==> config.mk <==
export PLATFORM = sky130hd
export DESIGN_NAME = qmax_update_ctrl_flat
export DESIGN_NICKNAME = d
export VERILOG_FILES = /design/src/rtl/qmax_update_ctrl_if.sv /design/src/rtl/qmax_update_ctrl.sv /design/src/flat_wrapper.sv
export SDC_FILE = /design/constraint.sdc
export NUM_CORES = 1
export LEC_CHECK = 0
export CAP_MARGIN = 10
export CORE_UTILIZATION = 38
export DETAILED_ROUTE_END_ITERATION = 8
export MAX_ROUTING_LAYER = met4
export PLACE_DENSITY = 0.78
export SLEW_MARGIN = 20
export SYNTH_ARGS = -nofsm -noshare
export SYNTH_HDL_FRONTEND = slang
export SYNTH_SLANG_ARGS = --single-unit
==> constraint.sdc <==
create_clock -name i_clk -period 2.6 [get_ports i_clk]
set_clock_uncertainty 0.15 [all_clocks]
set_input_delay 0.52 -clock i_clk [delete_from_list [all_inputs] [get_ports i_clk]]
set_output_delay 0.52 -clock i_clk [all_outputs]
set_load 0.05 [all_outputs]
==> src/rtl/qmax_update_ctrl_if.sv <==
// -----------------------------------------------------------------------------
// qmax_update_ctrl_if
//   Bundles the request/response handshakes of the Qmax update controller and
//   its connection to the Qmax table into one interface.
//
//   slave  : the controller side
//   master : the environment side (lookup/update clients plus the table)
//
//   Signals
//     i_clear / o_init_done                       re-run zero-fill / table ready
//     i_lkp_valid, i_lkp_state, o_lkp_ready,
//     o_lkp_valid, o_lkp_data                     action-selection lookups
//     i_upd_valid, i_upd_state, i_upd_q,
//     o_upd_ready, o_upd_written                  Qmax update requests
//     o_tbl_addr_r, o_tbl_read_en, o_tbl_addr_w,
//     o_tbl_write_en, o_tbl_wdata, i_tbl_rdata    table ports (1-cycle read)
// -----------------------------------------------------------------------------
interface qmax_update_ctrl_if #(
    parameter int ADDR_WIDTH = 6,
    parameter int DATA_WIDTH = 32
);
    logic                  i_clear;
    logic                  o_init_done;

    logic                  i_lkp_valid;
    logic [ADDR_WIDTH-1:0] i_lkp_state;
    logic                  o_lkp_ready;
    logic                  o_lkp_valid;
    logic [DATA_WIDTH-1:0] o_lkp_data;

    logic                  i_upd_valid;
    logic [ADDR_WIDTH-1:0] i_upd_state;
    logic [DATA_WIDTH-1:0] i_upd_q;
    logic                  o_upd_ready;
    logic                  o_upd_written;

    logic [ADDR_WIDTH-1:0] o_tbl_addr_r;
    logic                  o_tbl_read_en;
    logic [ADDR_WIDTH-1:0] o_tbl_addr_w;
    logic                  o_tbl_write_en;
    logic [DATA_WIDTH-1:0] o_tbl_wdata;
    logic [DATA_WIDTH-1:0] i_tbl_rdata;

    modport slave (
        input  i_clear,
        output o_init_done,
        input  i_lkp_valid, i_lkp_state,
        output o_lkp_ready, o_lkp_valid, o_lkp_data,
        input  i_upd_valid, i_upd_state, i_upd_q,
        output o_upd_ready, o_upd_written,
        output o_tbl_addr_r, o_tbl_read_en, o_tbl_addr_w, o_tbl_write_en, o_tbl_wdata,
        input  i_tbl_rdata
    );

    modport master (
        output i_clear,
        input  o_init_done,
        output i_lkp_valid, i_lkp_state,
        input  o_lkp_ready, o_lkp_valid, o_lkp_data,
        output i_upd_valid, i_upd_state, i_upd_q,
        input  o_upd_ready, o_upd_written,
        input  o_tbl_addr_r, o_tbl_read_en, o_tbl_addr_w, o_tbl_write_en, o_tbl_wdata,
        output i_tbl_rdata
    );
endinterface

==> src/rtl/qmax_update_ctrl.sv <==
// -----------------------------------------------------------------------------
// qmax_update_ctrl
//   Sequencer and read-port arbiter for the Qmax table (1 read + 1 write port,
//   1-cycle read latency).
//     - Zero-fills the table after reset or on i_clear (the table itself has
//       no reset).
//     - Runs read-compare-conditional-write Qmax updates: the candidate is
//       written only when it is strictly greater than the stored value.
//     - Shares the read port with action-selection lookups; lookups win.
//
//   Ports
//     i_clk  clock
//     i_rst  asynchronous reset, active-high
//     bus    qmax_update_ctrl_if.slave (handshakes and table ports)
//
//   States
//     INIT  sweep writing zero to every entry, requests ignored
//     IDLE  arbitrate clear / lookup / update
//     RD    a lookup's data returns this cycle; arbitrates like IDLE but
//           does not take i_clear
//     CMP   update data returns; compare and conditionally write
// -----------------------------------------------------------------------------
module qmax_update_ctrl #(
    parameter int ADDR_WIDTH = 6,
    parameter int DATA_WIDTH = 32,
    parameter int DEPTH      = 64,
    parameter int FLOAT      = 1
) (
    input  logic             i_clk,
    input  logic             i_rst,
    qmax_update_ctrl_if.slave bus
);

    typedef enum logic [1:0] {
        INIT = 2'd0,
        IDLE = 2'd1,
        RD   = 2'd2,
        CMP  = 2'd3
    } state_t;

    localparam logic [ADDR_WIDTH-1:0] LAST_ADDR = ADDR_WIDTH'(DEPTH - 1);

    state_t                state;
    state_t                state_next;
    logic [ADDR_WIDTH-1:0] init_cnt;
    logic [ADDR_WIDTH-1:0] upd_state_q;
    logic [DATA_WIDTH-1:0] upd_q_q;
    logic                  lkp_valid_q;

    logic                  lkp_accept;
    logic                  upd_accept;
    logic                  upd_wins;

    // Strict greater-than. In float mode the operands are ordered as
    // sign/magnitude numbers, with +0 and -0 treated as equal.
    function automatic logic gt(input logic [DATA_WIDTH-1:0] a,
                                input logic [DATA_WIDTH-1:0] b);
        logic [DATA_WIDTH-2:0] mag_a;
        logic [DATA_WIDTH-2:0] mag_b;
        mag_a = a[DATA_WIDTH-2:0];
        mag_b = b[DATA_WIDTH-2:0];
        if (FLOAT != 0) begin
            if (a[DATA_WIDTH-1] != b[DATA_WIDTH-1])
                return !a[DATA_WIDTH-1] && !((mag_a == '0) && (mag_b == '0));
            else if (!a[DATA_WIDTH-1])
                return mag_a > mag_b;
            else
                return mag_a < mag_b;
        end
        return a > b;
    endfunction

    // NOTE: every signal assigned here gets a default first, so no path
    // leaves a value unassigned and no latch is inferred.
    always_comb begin
        state_next = state;
        lkp_accept = 1'b0;
        upd_accept = 1'b0;
        upd_wins   = 1'b0;

        case (state)
            INIT: begin
                if (init_cnt == LAST_ADDR)
                    state_next = IDLE;
            end
            IDLE, RD: begin
                if ((state == IDLE) && bus.i_clear) begin
                    state_next = INIT;
                end else if (bus.i_lkp_valid) begin
                    lkp_accept = 1'b1;
                    state_next = RD;
                end else if (bus.i_upd_valid) begin
                    upd_accept = 1'b1;
                    state_next = CMP;
                end else begin
                    state_next = IDLE;
                end
            end
            CMP: begin
                upd_wins   = gt(upd_q_q, bus.i_tbl_rdata);
                state_next = IDLE;
            end
            default: state_next = INIT;
        endcase
    end

    // Table and handshake outputs. The reset gate keeps the INIT sweep from
    // writing while i_rst is still held.
    always_comb begin
        bus.o_lkp_ready    = lkp_accept;
        bus.o_upd_ready    = upd_accept;
        bus.o_tbl_read_en  = lkp_accept || upd_accept;
        bus.o_tbl_addr_r   = lkp_accept ? bus.i_lkp_state : bus.i_upd_state;
        bus.o_tbl_write_en = !i_rst && ((state == INIT) || upd_wins);
        bus.o_tbl_addr_w   = (state == INIT) ? init_cnt : upd_state_q;
        bus.o_tbl_wdata    = (state == INIT) ? '0 : upd_q_q;
        bus.o_upd_written  = upd_wins;
    end

    assign bus.o_init_done = (state != INIT);
    assign bus.o_lkp_valid = lkp_valid_q;
    assign bus.o_lkp_data  = bus.i_tbl_rdata;

    // NOTE: sequential state uses non-blocking assignments only, so every
    // register samples the pre-edge value of every other register.
    // NOTE: the latched update operands are reset along with the control
    // state; the table contents cannot be reset, which is why INIT exists.
    always_ff @(posedge i_clk or posedge i_rst) begin
        if (i_rst) begin
            state       <= INIT;
            init_cnt    <= '0;
            upd_state_q <= '0;
            upd_q_q     <= '0;
            lkp_valid_q <= 1'b0;
        end else begin
            state       <= state_next;
            lkp_valid_q <= lkp_accept;

            if (state == INIT)
                init_cnt <= (init_cnt == LAST_ADDR) ? '0 : init_cnt + 1'b1;
            else if (state_next == INIT)
                init_cnt <= '0;

            if (upd_accept) begin
                upd_state_q <= bus.i_upd_state;
                upd_q_q     <= bus.i_upd_q;
            end
        end
    end

endmodule

==> src/flat_wrapper.sv <==
// flat-port wrapper written by rule: the top's interface ports become plain ports
module qmax_update_ctrl_flat 
#(
    parameter int ADDR_WIDTH = 6,
    parameter int DATA_WIDTH = 32,
    parameter int DEPTH      = 64,
    parameter int FLOAT      = 1
)
  (i_clk, i_rst, bus_i_clear, bus_o_init_done, bus_i_lkp_valid, bus_i_lkp_state, bus_o_lkp_ready, bus_o_lkp_valid, bus_o_lkp_data, bus_i_upd_valid, bus_i_upd_state, bus_i_upd_q, bus_o_upd_ready, bus_o_upd_written, bus_o_tbl_addr_r, bus_o_tbl_read_en, bus_o_tbl_addr_w, bus_o_tbl_write_en, bus_o_tbl_wdata, bus_i_tbl_rdata);
  qmax_update_ctrl_if #(.ADDR_WIDTH(ADDR_WIDTH), .DATA_WIDTH(DATA_WIDTH)) bus_i ();
  input  logic i_clk;
  input  logic i_rst;
  input wire logic [$bits(bus_i.i_clear)-1:0] bus_i_clear;
  output wire logic [$bits(bus_i.o_init_done)-1:0] bus_o_init_done;
  input wire logic [$bits(bus_i.i_lkp_valid)-1:0] bus_i_lkp_valid;
  input wire logic [$bits(bus_i.i_lkp_state)-1:0] bus_i_lkp_state;
  output wire logic [$bits(bus_i.o_lkp_ready)-1:0] bus_o_lkp_ready;
  output wire logic [$bits(bus_i.o_lkp_valid)-1:0] bus_o_lkp_valid;
  output wire logic [$bits(bus_i.o_lkp_data)-1:0] bus_o_lkp_data;
  input wire logic [$bits(bus_i.i_upd_valid)-1:0] bus_i_upd_valid;
  input wire logic [$bits(bus_i.i_upd_state)-1:0] bus_i_upd_state;
  input wire logic [$bits(bus_i.i_upd_q)-1:0] bus_i_upd_q;
  output wire logic [$bits(bus_i.o_upd_ready)-1:0] bus_o_upd_ready;
  output wire logic [$bits(bus_i.o_upd_written)-1:0] bus_o_upd_written;
  output wire logic [$bits(bus_i.o_tbl_addr_r)-1:0] bus_o_tbl_addr_r;
  output wire logic [$bits(bus_i.o_tbl_read_en)-1:0] bus_o_tbl_read_en;
  output wire logic [$bits(bus_i.o_tbl_addr_w)-1:0] bus_o_tbl_addr_w;
  output wire logic [$bits(bus_i.o_tbl_write_en)-1:0] bus_o_tbl_write_en;
  output wire logic [$bits(bus_i.o_tbl_wdata)-1:0] bus_o_tbl_wdata;
  input wire logic [$bits(bus_i.i_tbl_rdata)-1:0] bus_i_tbl_rdata;
  assign bus_i.i_clear = bus_i_clear;
  assign bus_o_init_done = bus_i.o_init_done;
  assign bus_i.i_lkp_valid = bus_i_lkp_valid;
  assign bus_i.i_lkp_state = bus_i_lkp_state;
  assign bus_o_lkp_ready = bus_i.o_lkp_ready;
  assign bus_o_lkp_valid = bus_i.o_lkp_valid;
  assign bus_o_lkp_data = bus_i.o_lkp_data;
  assign bus_i.i_upd_valid = bus_i_upd_valid;
  assign bus_i.i_upd_state = bus_i_upd_state;
  assign bus_i.i_upd_q = bus_i_upd_q;
  assign bus_o_upd_ready = bus_i.o_upd_ready;
  assign bus_o_upd_written = bus_i.o_upd_written;
  assign bus_o_tbl_addr_r = bus_i.o_tbl_addr_r;
  assign bus_o_tbl_read_en = bus_i.o_tbl_read_en;
  assign bus_o_tbl_addr_w = bus_i.o_tbl_addr_w;
  assign bus_o_tbl_write_en = bus_i.o_tbl_write_en;
  assign bus_o_tbl_wdata = bus_i.o_tbl_wdata;
  assign bus_i.i_tbl_rdata = bus_i_tbl_rdata;
  qmax_update_ctrl #(.ADDR_WIDTH(ADDR_WIDTH), .DATA_WIDTH(DATA_WIDTH), .DEPTH(DEPTH), .FLOAT(FLOAT)) u_core (.i_clk(i_clk), .i_rst(i_rst), .bus(bus_i));
endmodule
==> results.md <==
* Status: finished with violations
* Failing checks: negative setup slack
* Ports at 164
* Post-route ant nets at 0
* Routed length per placed instance at 17.6 um
* # nets final at 686
* Die Wd at 97.4 um
* Worst slew pin tran at 0.645 ns
* Final Hold Fails at 0
* Placed Instance Area at 6060 um^2
* Sw power at 3.93 mW
* Initial antenna violation count at 0
* Die area at 9480 um^2
* Arr. time, crit path at 2.58 ns
* First DRT Iteration DRCs at 114
* Critical path required time at 1.93 ns
* Hold_buf cts at 0
* Core Util, Final at 73.9%
* Clk sinks at 47
* Cell Rows at 34
* Critical path peak fanout at 2
* Class of the worst hold path: flop to flop
* Crit-path slowest cell: a211o_4
* CP cell instances: dlygate4sd2_1 -> inv_1 -> ha_1 -> o21ai_0 -> nor2_1 -> nor3_2 -> o31ai_4 -> a211o_4 -> a41oi_4 -> buf_12
* Cell Pwr Density at 1230 nW/um^2
* R2r setup slk at 0.34 ns
* HP Start: u_core.upd_state_q[5]
* Area grow syn2layout at 87.4%
* Detailed-route vias per instance at 5.12
* H-tree depth at 2
* Share of cells above drive strength 1 at 52.2%
* R2R cell count at 7
* Clk Latency, worst-skew pair at 0.30 ns
* Asr flop ratio synth at 100%
* Pre-CTS setup slack at -0.926 ns
* Port bufs at 163
* Longest Clk Path Bufs at 2
* Core area at 8760 um^2
* Final Wtd Congestion at 0.855
* WS Path Type: input pin to output port
* First drt pass iteration count at 4
* Final setup vio count at 2
* Clock power share at 8.2%
* Slew Limit Headroom at 57.0%
* Vias at 3477
* Dpl hpwl at 9220 um
* Worst Slack Setup Final at -0.647 ns
* Nature of the critical path startpoint: input pin
* Sequential area share after synthesis at 34.0%
* Synthesized area per cell at 9.76 um^2
* Post-Synthesis Cell Area at 3460 um^2
* Root Buffer: clkbuf_8
* Post-route minimum period at 3.25 ns
* Leakage at 2.98 nW
* Worst r2r src: u_core.state[0]
* Crit end category: output port
* Total gr overflow at 0
* Synth Flop Type: dfrtp_1
* TritonCTS buffer count at 5
* Number of flops mapped to enable cells by yosys at 0
* N_diodes at 0
* Sum Neg Setup Slack at -1.24 ns
* Finished Cell Area at 6480 um^2
* Total track usage at 25.6%
* Placed cells at 665
* Worst hold stages at 1
* CTS tree: yes
* Distinct cells, synth at 39
* First-pass GRT wire length at 19000 um
* Int Pwr at 4.00 mW
* Achievable Freq at 308 MHz
* Vias in the first global route at 3853
* Die height at 97.4 um
* Post-Layout Cell Count at 679
* Sequential power share at 17.9%
* Final Max Tran Viols at 0
* VDD IR max at 1010 uV
* Sw frac at 49.6%
* Hold Path End: u_core.upd_state_q[5]
* Ys Warns at 0
* Comb pwr share at 73.9%
* Cell count after synthesis at 354
* FF+latch count, synth at 47
* Final wirelength at 11900 um
* Period Utilization, post-route at 125%
* RSZ-0062 raised after global routing: yes
* CP peak stage delay at 0.38 ns
* Syn Nets at 470
* Clock transition at path regs at 0.10 ns
* Largest net degree at the start of global routing at 48
* FF-to-FF End: u_core.upd_q_q[28]
* Initial cell density of the core at 39.4%
* Remaining DRCs at 0
* Max-Cap Viols at 0
-- metrics by stage --
stage	hold WS [ns]	power (mW)
6_report	0.367	7.94
3_5_place_dp	0.345	6.85
5_1_grt	0.390	8.33
4_1_cts	0.368	7.76
2_1_floorplan	0.314	4.69
3_3_place_gp	0.336	6.69
-- how the worst max path moves through the flow --
| stage | endpoint | from | cells after the start | slack [ns] |
|---|---|---|---|---|
| floorplan | bus_o_tbl_write_en | bus_i_tbl_rdata[13] | 8 | -0.33 |
| global placement | bus_o_tbl_write_en | bus_i_tbl_rdata[16] | 10 | -0.90 |
| detailed placement | bus_o_tbl_write_en | bus_i_tbl_rdata[13] | 10 | -0.93 |
| CTS | bus_o_tbl_write_en | u_core.upd_q_q[26] | 8 | -0.64 |
| global route | bus_o_tbl_write_en | u_core.upd_q_q[28] | 7 | -0.71 |
| finish | bus_o_tbl_write_en | bus_i_tbl_rdata[5] | 10 | -0.65 |
-- cell families (layout without fill, tap and decap cells) --
group	count (synthesis)	count (layout)	share of synthesized area (%)
simple gates	93	93	15.7
flops	47	47	34.0
fa+ha+maj	35	35	12.7
compound gates	46	46	8.76
xor+xnor	1	1	0.253
mux	49	49	16.0
buf+inv	83	300	12.6
-- power groups by stage --
stage                     clock network, mW  registers, mW  logic [mW]
after global routing                  0.700           1.46        6.17
final                                 0.655           1.42        5.86
after detailed placement                  0           1.38        5.47
after floorplan                           0           1.37        3.32
after global placement                    0           1.36        5.34
after CTS                             0.663           1.39        5.70
-- final cells by class --
type / count / area, um^2
Timing Repair Buffer: 250 / 2570
Clock inverter: 3 / 67.6
Multi-Input combinational cell: 224 / 2270
Fill cell: 629 / 2290
Inverter: 42 / 181
Tap cell: 108 / 135
Clock buffer: 5 / 68.8
Sequential cell: 47 / 1180
-- state kept, by name, summed over array words and instances, names as in the netlist --
name and cells:
u_core.bus.o_lkp_valid 1, u_core.init_cnt 6, u_core.state 2, u_core.upd_q_q 32, u_core.upd_state_q 6
-- what timing repair did --
action                                  in CTS  in global routing
endpoints found under the hold margin        0                  0
setup buffers                                6                  0
gates resized for setup                     72                 32
endpoints found under the setup margin      10                 34
pin swaps                                   28                 13
-- Yosys cell counts, drive strengths merged, types with 2 or more instances --
cell type  instances  area, um^2
o31ai              2        28.8
dfrtp             47        1180
a211oi             3        22.5
buf               36         259
nor4              17         106
o21ai             16        80.1
nand3              4        20.0
nor2               5        18.8
inv               42         158
nand2             18        70.1
ha                35         438
a31oi              4        25.0
nor2b             32         200
nor3               3        26.3
mux2              49         552
clkbuf             5        18.8
nand4             10        68.8
a21oi             13        65.1
-- placed cells by master (no fill, tap or decap), types with 13 or more instances in the layout --
cell type        synthesis  final
buf_4                   32    125
clkdlybuf4s50_1          0     50
dfrtp_1                 47     46
mux2_2                  44     43
buf_12                   0     43
nor2b_1                 32     31
inv_1                   42     24
ha_4                     0     20
dlygate4sd2_1            0     19
ha_1                    35     15
nand2_1                 17     14
inv_2                    0     13
nor4_1                  17     13
-- critical path: cells and delay by family --
kind	cells	cell delay, ns
compound gates	4	0.98
buf+inv	3	0.45
fa+ha+maj	1	0.31
simple gates	2	0.31
-- routing by layer --
metal,global-route usage (%),wire length (um),vias up
met5,-,0,-
met4,6.22,227,0
met3,4.17,603,24
met2,47.0,6260,128
met1,29.0,4830,1686
li1,-,-,1639
Note: power is estimated with default switching activity, not from simulation.
